[config.mk]
export PLATFORM = sky130hd
export DESIGN_NAME = debounce_sync_flat
export DESIGN_NICKNAME = d
export VERILOG_FILES = /design/src/rtl/debounce_sync_if.sv /design/src/rtl/debounce_sync.sv /design/src/flat_wrapper.sv
export SDC_FILE = /design/constraint.sdc
export NUM_CORES = 1
export LEC_CHECK = 0
export ABC_CLOCK_PERIOD_IN_PS = 1700
export CAP_MARGIN = 25
export CORE_UTILIZATION = 33
export DETAILED_ROUTE_END_ITERATION = 8
export HOLD_SLACK_MARGIN = 0.05
export PLACE_DENSITY = 0.62
export SETUP_SLACK_MARGIN = 0.1
export SYNTH_ARGS = -nofsm -noshare
export SYNTH_HDL_FRONTEND = slang
export SYNTH_SLANG_ARGS = --single-unit
export TNS_END_PERCENT = 10
[constraint.sdc]
create_clock -name clk -period 1.7 [get_ports clk]
set_clock_uncertainty 0.05 [all_clocks]
set_input_delay 0.34 -clock clk [delete_from_list [all_inputs] [get_ports clk]]
set_output_delay 0.34 -clock clk [all_outputs]
set_load 0.03 [all_outputs]
[src/rtl/debounce_sync_if.sv]
// Signal bundle for debounce_sync: raw asynchronous input in, conditioned level and edge pulses out.
interface debounce_sync_if;
    logic din;
    logic dout;
    logic dout_n;
    logic rise;
    logic fall;

    modport master (
        output din,
        input  dout,
        input  dout_n,
        input  rise,
        input  fall
    );

    modport slave (
        input  din,
        output dout,
        output dout_n,
        output rise,
        output fall
    );
endinterface

[src/rtl/debounce_sync.sv]
// Synchronises and debounces one async bit; outputs update SYNC_STAGES+STABLE_CYCLES edges after a held change.
// No backpressure: the level and rise/fall pulses are free-running registered outputs.
module debounce_sync #(
    parameter int SYNC_STAGES   = 2,
    parameter int STABLE_CYCLES = 1000,
    parameter int CNT_W         = 16
) (
    input  logic            clk,
    input  logic            rst,
    debounce_sync_if.slave  bus
);

    typedef enum logic [1:0] {
        ST_LOW     = 2'd0,
        ST_WAIT_HI = 2'd1,
        ST_HIGH    = 2'd2,
        ST_WAIT_LO = 2'd3
    } state_t;

    localparam logic [CNT_W-1:0] CNT_LAST = CNT_W'(STABLE_CYCLES - 1);

    generate
        if (SYNC_STAGES < 2 || SYNC_STAGES > 4) begin : g_bad_sync
            $error("debounce_sync: SYNC_STAGES must be 2..4");
        end
        if (STABLE_CYCLES < 1) begin : g_bad_stable
            $error("debounce_sync: STABLE_CYCLES must be at least 1");
        end
        if ((longint'(STABLE_CYCLES) - 64'sd1) >= (64'sd1 <<< CNT_W)) begin : g_bad_cnt_w
            $error("debounce_sync: CNT_W too narrow for STABLE_CYCLES-1");
        end
    endgenerate

    logic [SYNC_STAGES-1:0] sync;
    logic                   s_out;

    state_t                 state;
    state_t                 state_nxt;
    logic [CNT_W-1:0]       cnt;
    logic [CNT_W-1:0]       cnt_nxt;

    logic                   dout_q;
    logic                   dout_n_q;
    logic                   rise_q;
    logic                   fall_q;
    logic                   dout_nxt;
    logic                   rise_nxt;
    logic                   fall_nxt;

    logic                   differ;
    logic                   at_last;

    // Only the last stage is read; sync[0] may be metastable.
    always_ff @(posedge clk) begin
        if (rst) begin
            sync <= '0;
        end else begin
            sync <= {sync[SYNC_STAGES-2:0], bus.din};
        end
    end

    assign s_out   = sync[SYNC_STAGES-1];
    assign differ  = s_out ^ dout_q;
    assign at_last = (cnt == CNT_LAST);

    always_ff @(posedge clk) begin
        if (rst) begin
            state    <= ST_LOW;
            cnt      <= '0;
            dout_q   <= 1'b0;
            dout_n_q <= 1'b1;
            rise_q   <= 1'b0;
            fall_q   <= 1'b0;
        end else begin
            state    <= state_nxt;
            cnt      <= cnt_nxt;
            dout_q   <= dout_nxt;
            dout_n_q <= ~dout_nxt;
            rise_q   <= rise_nxt;
            fall_q   <= fall_nxt;
        end
    end

    // The first differing edge already counts, so a settled state with
    // CNT_LAST == 0 commits straight away without visiting the WAIT state.
    always_comb begin
        state_nxt = state;
        cnt_nxt   = cnt;
        case (state)
            ST_LOW, ST_WAIT_HI: begin
                if (!differ) begin
                    state_nxt = ST_LOW;
                    cnt_nxt   = '0;
                end else if (at_last) begin
                    state_nxt = ST_HIGH;
                    cnt_nxt   = '0;
                end else begin
                    state_nxt = ST_WAIT_HI;
                    cnt_nxt   = cnt + CNT_W'(1);
                end
            end
            ST_HIGH, ST_WAIT_LO: begin
                if (!differ) begin
                    state_nxt = ST_HIGH;
                    cnt_nxt   = '0;
                end else if (at_last) begin
                    state_nxt = ST_LOW;
                    cnt_nxt   = '0;
                end else begin
                    state_nxt = ST_WAIT_LO;
                    cnt_nxt   = cnt + CNT_W'(1);
                end
            end
            default: begin
                state_nxt = ST_LOW;
                cnt_nxt   = '0;
            end
        endcase
    end

    always_comb begin
        dout_nxt = dout_q;
        rise_nxt = 1'b0;
        fall_nxt = 1'b0;
        if ((state == ST_LOW || state == ST_WAIT_HI) && state_nxt == ST_HIGH) begin
            dout_nxt = 1'b1;
            rise_nxt = 1'b1;
        end else if ((state == ST_HIGH || state == ST_WAIT_LO) && state_nxt == ST_LOW) begin
            dout_nxt = 1'b0;
            fall_nxt = 1'b1;
        end
    end

    assign bus.dout   = dout_q;
    assign bus.dout_n = dout_n_q;
    assign bus.rise   = rise_q;
    assign bus.fall   = fall_q;

    a_pulse_excl: assert property (@(posedge clk) disable iff (rst) !(rise_q && fall_q));
    a_dout_compl: assert property (@(posedge clk) disable iff (rst) dout_n_q == ~dout_q);
    a_cnt_range:  assert property (@(posedge clk) disable iff (rst) cnt <= CNT_LAST);

endmodule

[src/flat_wrapper.sv]
// flat-port wrapper written by rule: the top's interface ports become plain ports
module debounce_sync_flat 
#(
    parameter int SYNC_STAGES   = 2,
    parameter int STABLE_CYCLES = 1000,
    parameter int CNT_W         = 16
)
  (clk, rst, bus_din, bus_dout, bus_dout_n, bus_rise, bus_fall);
  debounce_sync_if bus_i ();
  input  logic clk;
  input  logic rst;
  input wire logic [$bits(bus_i.din)-1:0] bus_din;
  output wire logic [$bits(bus_i.dout)-1:0] bus_dout;
  output wire logic [$bits(bus_i.dout_n)-1:0] bus_dout_n;
  output wire logic [$bits(bus_i.rise)-1:0] bus_rise;
  output wire logic [$bits(bus_i.fall)-1:0] bus_fall;
  assign bus_i.din = bus_din;
  assign bus_dout = bus_i.dout;
  assign bus_dout_n = bus_i.dout_n;
  assign bus_rise = bus_i.rise;
  assign bus_fall = bus_i.fall;
  debounce_sync #(.SYNC_STAGES(SYNC_STAGES), .STABLE_CYCLES(STABLE_CYCLES), .CNT_W(CNT_W)) u_core (.clk(clk), .rst(rst), .bus(bus_i));
endmodule
==> run_results.csv, run 1 <==
group,metric,value,unit
run_status,status,"complete, but fails checks",
run_status,violations,"setup timing",
synth,synth-seq-cells,23,
drt,totalWireLength,1770,um
worst_setup_path,rr_endpoint,"u_core.state[1]",
sta,setup_viol,21,
pwr,leakagePower,0.432,nW
cts,numCtsBuffers,3,
sta,rsz0062_at_grt,"true",
worst_setup_path,reg2reg_slack,-220,ps
sta,worst_slew_pin_slew,415,ps
placement,dp_hpwl,1340,um
cts,ctsHoldBuffers,0,
worst_setup_path,worst_path_max_delay_cell,"or4_4",
synth,synth_nets,108,
cts,worstSkewPairLatency,320,ps
drt,vias,784,
final_layout,diodes,0,
final_layout,design_area,1230,um^2
cts,postCtsSetupBuffers,0,
worst_setup_path,endpoint_kind,"flop",
final_layout,utilization,0.476,
synth,syn_area_per_cell,9.05,um^2
final_layout,final_nets,138,
floorplanning,initial_utilization,0.363,
worst_setup_path,crit_type,"reg2reg",
worst_setup_path,max_stage_delay,530,ps
sta,slew_violations,0,
synth,yosys_warnings,0,
worst_setup_path,cp_cell_sequence,"or4_4, or4_4, or3_1, a21oi_1",
synth,ys_top_cells_by_area,"dfxtp_1 49%, xnor2_1 12%, nor2_1 7.6%",
drt,ant_nets,0,
global_routing,grt_pass1_vias,704,
cts,clkTransAtPathRegs,120,ps
placement,gp_congestion,0.750,
cts,cts_tree,"done",
synth,ys_types,23,
sta,min_period,1920,ps
final_layout,regArea,462,um^2
synth,synth_cells,104,
placement,place_area,1200,um^2
drt,drtIter0Drc,11,
placement,port_buffers,6,
synth,netlist_area,941,um^2
synth,synth_compound_area_frac,0.0266,
worst_setup_path,critical_path_peak_fanout,2,
worst_setup_path,cp.arrival,2120,ps
global_routing,grt-ovfl-total,0,
cts,cts_buffer_depth,2,
synth,synth_top_area_frac,0.489,
min_path,hold_start,"u_core.sync[0]",
worst_setup_path,crit_required,1900,ps
sta,setup_ws,-218,ps
sta,fin_crit_sh,1.13,
min_path,holdCritPathClass,"reg2reg",
synth,synth_top_area_cell,"dfxtp_1",
sta,max_freq,521,MHz
synth,ys_seq_area_frac,0.489,
synth,synthMuxAreaShare,0.0106,
global_routing,grt_max_degree,17,
final_layout,fillers,268,
floorplanning,dieWidth,55.4,um
synth,synth_top_family_by_area,"simple AND/OR/NAND/NOR gates",
sta,slew_headroom,0.721,
worst_setup_path,r2r_cells,4,
drt,via_per_inst,4.81,
worst_setup_path,r2r_start,"u_core.cnt[15]",
pwr,peakVddDrop,0.476,mV
flow_run,maxCapViolCount,0,
final_layout,final_cell_mix,"22 x dfxtp_1, 20 x buf_4, 19 x nor2_1",
global_routing,grt_pass1_wl,3090,um
final_layout,drive_gt1_frac,0.226,
cts,cts_root_buf,"clkbuf_4",
global_routing,antenna_found_initial,0,
worst_setup_path,cp_common_cell,"or4_4",
floorplanning,io_pins,7,
floorplanning,num_rows,18,
cts,cts.sinks,23,
cts,ctsHtreeMaxLevel,1,
drt,drcViolationCount,0,
final_layout,multi_input_area,465,um^2
global_routing,grt_use_total,0.124,
synth,synth-xor-area-share,0.140,
worst_setup_path,critPathLaunchType,"flop",
pwr,pwr_density_cell,728,nW/um^2
floorplanning,core_region_area,2590,um^2
synth,synthAdderAreaFrac,0.0133,
min_path,whs_endpoint,"u_core.sync[1]",
final_layout,final_common_cell,"dfxtp_1",
final_layout,area_delta_synth_final,31.0,%
floorplanning,dieArea,3070,um^2
synth,yosys.area_share.simple,0.294,
drt,wl_per_cell,10.8,um
sta,hold_viol_final,0,
floorplanning,fp.dieH,55.4,um
min_path,hold_depth,1,
drt,dr.pass1.iters,4,
## registers in the layout, indices dropped and copies added (netlist names)
signal / count
u_core.bus.rise: 1
u_core.bus.fall: 1
u_core.state: 1
u_core.sync: 2
u_core.bus.dout_n: 1
u_core.cnt: 16
u_core.bus.dout: 1
## layer usage
layer	GRT usage	share of wire
met1	0.161	0.48
met5	0	0
met2	0.201	0.48
met4	0.0214	0.0051
met3	0.0445	0.035
## cell families after synthesis
family | Yosys count
compound gates | 4
xor+xnor | 15
fa+ha+maj | 1
buf+inv | 6
flops | 23
mux | 1
simple gates | 54
## cell usage after synthesis (all sizes together)
library cell  instances
inv                   4
nand2                 5
nand2b                1
nor2b                 3
xnor2                13
nor4b                 1
o21ai                 1
a31oi                 1
a21oi                 1
nand4                 5
nor2                 19
or4                   3
or3                   2
ha                    1
xor2                  2
mux2i                 1
nand3                 5
dfxtp                23
a31o                  1
nor3                  4
buf                   2
nor4                  6
## what timing repair did
action	4_1_cts	5_1_grt
gates resized for setup	5	1
pin swaps	1	0
setup endpoints to repair	25	22
## critical path, delay by kind of cell (launching register included)
family	cells	cell delay, ps
and+or+nand+nor	3	1360
DFF	1	330
AOI/OAI and AO/OA	1	120
## metrics by stage
stage / hold WS (ps) / instances / setup WS [ps] / TNS [ps] / power (mW)
2_1_floorplan: 359 / 104 / -187 / -1950 / 0.619
3_3_place_gp: 380 / 159 / -168 / -1930 / 0.658
3_5_place_dp: 392 / 159 / -203 / -1790 / 0.662
4_1_cts: 416 / 163 / -230 / -2000 / 0.917
5_1_grt: 418 / 163 / -274 / -4070 / 0.944
6_report: 412 / 163 / -218 / -1830 / 0.898
## final cells by class
type,count,share of cell area
timing repair buffer,27,0.183
inverter,4,0.0122
tap,30,0.0305
sequential,23,0.375
clock buffer,3,0.0183
multi-input combinational,75,0.378
clock inverter,1,0.00406
## how the worst max path moves through the flow
| stage | endpoint | startpoint |
|---|---|---|
| 2_1_floorplan | u_core.cnt[10] | u_core.cnt[10] |
| 3_3_place_gp | u_core.state[1] | u_core.cnt[15] |
| 3_5_place_dp | u_core.bus.fall | u_core.cnt[15] |
| 4_1_cts | u_core.state[1] | u_core.cnt[15] |
| 5_1_grt | u_core.state[1] | u_core.cnt[15] |
| 6_report | u_core.state[1] | u_core.cnt[15] |
## power breakdown
part | leakage, nW | internal (mW) | switching [mW]
logic | 0.227 | 0.0375 | 0.0476
clock network | 0.0177 | 0.0880 | 0.166
registers | 0.187 | 0.551 | 0.00800
No activity file was read; power rests on OpenSTA's default activity.
==> run 2: changes to the inputs <==
Settings changed: SETUP_SLACK_MARGIN 0.1 to unset.
==> run 2 against run 1 <==
Compared with the run above: cell count did not move; flip-flop and latch count did not move; via count rose by 0.26%; the flow still finishes with violations (setup timing); design area rose by 0.31%; critical endpoint unchanged; largest power group unchanged; routed wire length rose by 0.11%; first-iteration DRC count fell by 18%; global-route usage did not move.
==> run_results.csv, run 2 (same netlist as run 1, synthesis figures left out) <==
group,metric,value,unit
run_status,status,"complete, but fails checks",
run_status,violations,"setup timing",
cts,cts_buffer_depth,2,
floorplanning,io_pins,7,
floorplanning,num_rows,18,
sta,worst_slew_pin_slew,415,ps
worst_setup_path,crit_required,1900,ps
worst_setup_path,setup.worst_path.start,"u_core.cnt[15]",
drt,ant_nets,0,
placement,port_buffers,6,
sta,fin_crit_sh,1.13,
min_path,hold_start,"u_core.sync[0]",
pwr,p_switching,0.221,mW
cts,ctsHtreeMaxLevel,1,
drt,via_per_inst,4.82,
worst_setup_path,critPathLaunchType,"flop",
final_layout,final_common_cell,"dfxtp_1",
pwr,pwr_density_cell,726,nW/um^2
placement,place_area,1200,um^2
pwr,leakagePower,0.446,nW
sta,setup_viol,21,
global_routing,grt_pass1_vias,704,
worst_setup_path,reg2reg_slack,-220,ps
drt,drcViolationCount,0,
placement,dp_hpwl,1340,um
final_layout,final_nets,138,
sta,slew_violations,0,
cts,cts_tree,"done",
worst_setup_path,worst_path_max_delay_cell,"or4_4",
final_layout,largest_reg_flops,16,
floorplanning,initial_utilization,0.363,
sta,max_freq,521,MHz
pwr,p_clk_frac,0.282,
global_routing,grt_pass1_wl,3090,um
final_layout,final_cell_mix,"22 x dfxtp_1, 20 x buf_4, 19 x nor2_1",
cts,numCtsBuffers,3,
pwr,combPwrFrac,0.095,
drt,wl_per_cell,10.9,um
sta,min_period,1920,ps
sta,slew_headroom,0.721,
global_routing,grt_max_degree,17,
min_path,holdCritPathClass,"reg2reg",
global_routing,antenna_found_initial,0,
cts,worstSkewPairLatency,320,ps
final_layout,reg.largest.list,"u_core.cnt: 16 flops, u_core.sync: 2 flops",
cts,cts_root_buf,"clkbuf_4",
drt,drtIter0Drc,9,
floorplanning,dieWidth,55.4,um
worst_setup_path,critical_path_peak_fanout,2,
worst_setup_path,cp.arrival,2120,ps
drt,totalWireLength,1770,um
final_layout,area_delta_synth_final,31.4,%
pwr,intPower,0.677,mW
worst_setup_path,crit_type,"reg2reg",
pwr,seqPwrFrac,0.623,
cts,clkTransAtPathRegs,120,ps
worst_setup_path,endpoint_kind,"flop",
final_layout,regMostFlops,"u_core.cnt",
worst_setup_path,cp_cell_sequence,"or4_4, or4_4, or3_1, a21oi_1",
final_layout,diodes,0,
worst_setup_path,max_stage_delay,530,ps
cts,ctsHoldBuffers,0,
pwr,swShare,0.246,
drt,dr.pass1.iters,4,
floorplanning,dieArea,3070,um^2
floorplanning,fp.dieH,55.4,um
final_layout,drive_gt1_frac,0.226,
cts,postCtsSetupBuffers,0,
floorplanning,core_region_area,2590,um^2
placement,gp_congestion,0.750,
worst_setup_path,cp_common_cell,"or4_4",
sta,hold_viol_final,0,
flow_run,maxCapViolCount,0,
sta,setup_ws,-218,ps
sta,rsz0062_at_grt,"true",
pwr,peakVddDrop,0.476,mV
global_routing,grt_use_total,0.124,
global_routing,grt-ovfl-total,0,
worst_setup_path,r2r_start,"u_core.cnt[15]",
sta,tns,-1830,ps
cts,cts.sinks,23,
drt,vias,786,
final_layout,design_area,1240,um^2
-- run 2: changes by cell type in the layout (fill, tap and decap cells not counted) --
| cell | before | now |
|---|---|---|
| dlygate4sd2_1 | 4 | 3 |
| dlymetal6s2s_1 | 0 | 1 |
-- run 2: per-layer routing --
layer / global-route usage / share of wire / vias to the layer above
li1: - / - / 416
met1: 0.161 / 0.48 / 358
met2: 0.201 / 0.48 / 9
met3: 0.0445 / 0.037 / 3
met4: 0.0214 / 0.0051 / 0
met5: 0 / 0 / -
-- run 2: cell type report --
type                       instances  area (um^2)
tap                               30         37.5
sequential                        23          462
timing repair buffer              27          229
fill                             268         1350
clock inverter                     1         5.00
multi-input combinational         75          465
inverter                           4         15.0
clock buffer                       3         22.5
-- run 2: final timing paths --
path | to | cells past startpoint
setup / recovery | u_core.state[1] | 4
hold / removal | u_core.sync[1] | 1
setup reg to reg | u_core.state[1] | 4
hold reg to reg | u_core.sync[1] | 1
-- run 2: per-stage QoR --
stage / util / hold slack (ps) / cells / setup WS [ps] / power [mW]
after floorplan: - / 359 / 104 / -187 / 0.619
after global placement: 0.465 / 380 / 159 / -168 / 0.658
after detailed placement: 0.465 / 392 / 159 / -203 / 0.662
after CTS: 0.476 / 416 / 163 / -230 / 0.917
after global routing: 0.477 / 418 / 163 / -274 / 0.944
final: 0.477 / 412 / 163 / -218 / 0.898
-- run 2: repair_timing --
item / CTS / global route
gates cloned: 0 / 0
gates resized for setup: 4 / 2
endpoints found under the setup margin: 24 / 22
pin swaps: 1 / 0
-- run 2: critical path, delay by kind of cell, from the launching register on --
| family | cells | cell delay (ps) |
|---|---|---|
| AND/OR/NAND/NOR | 3 | 1360 |
| flip-flops | 1 | 330 |
| AO/OA/AOI/OAI | 1 | 120 |
-- run 2: power by group through the flow --
stage / Clock, mW / Sequential, mW / Combinational [mW]
after global placement: 0 / 0.571 / 0.0874
final: 0.254 / 0.559 / 0.0851
after detailed placement: 0 / 0.572 / 0.0898
after floorplan: 0 / 0.585 / 0.0333
after CTS: 0.271 / 0.559 / 0.0863
after global routing: 0.289 / 0.562 / 0.0935
==> run 3: changes to the inputs <==
Settings changed: GPL_ROUTABILITY_DRIVEN set to 0, SETUP_SLACK_MARGIN set to 0.15.
==> results of run 3 <==
Final layout, timing and power as in run 1 (identical DEF).
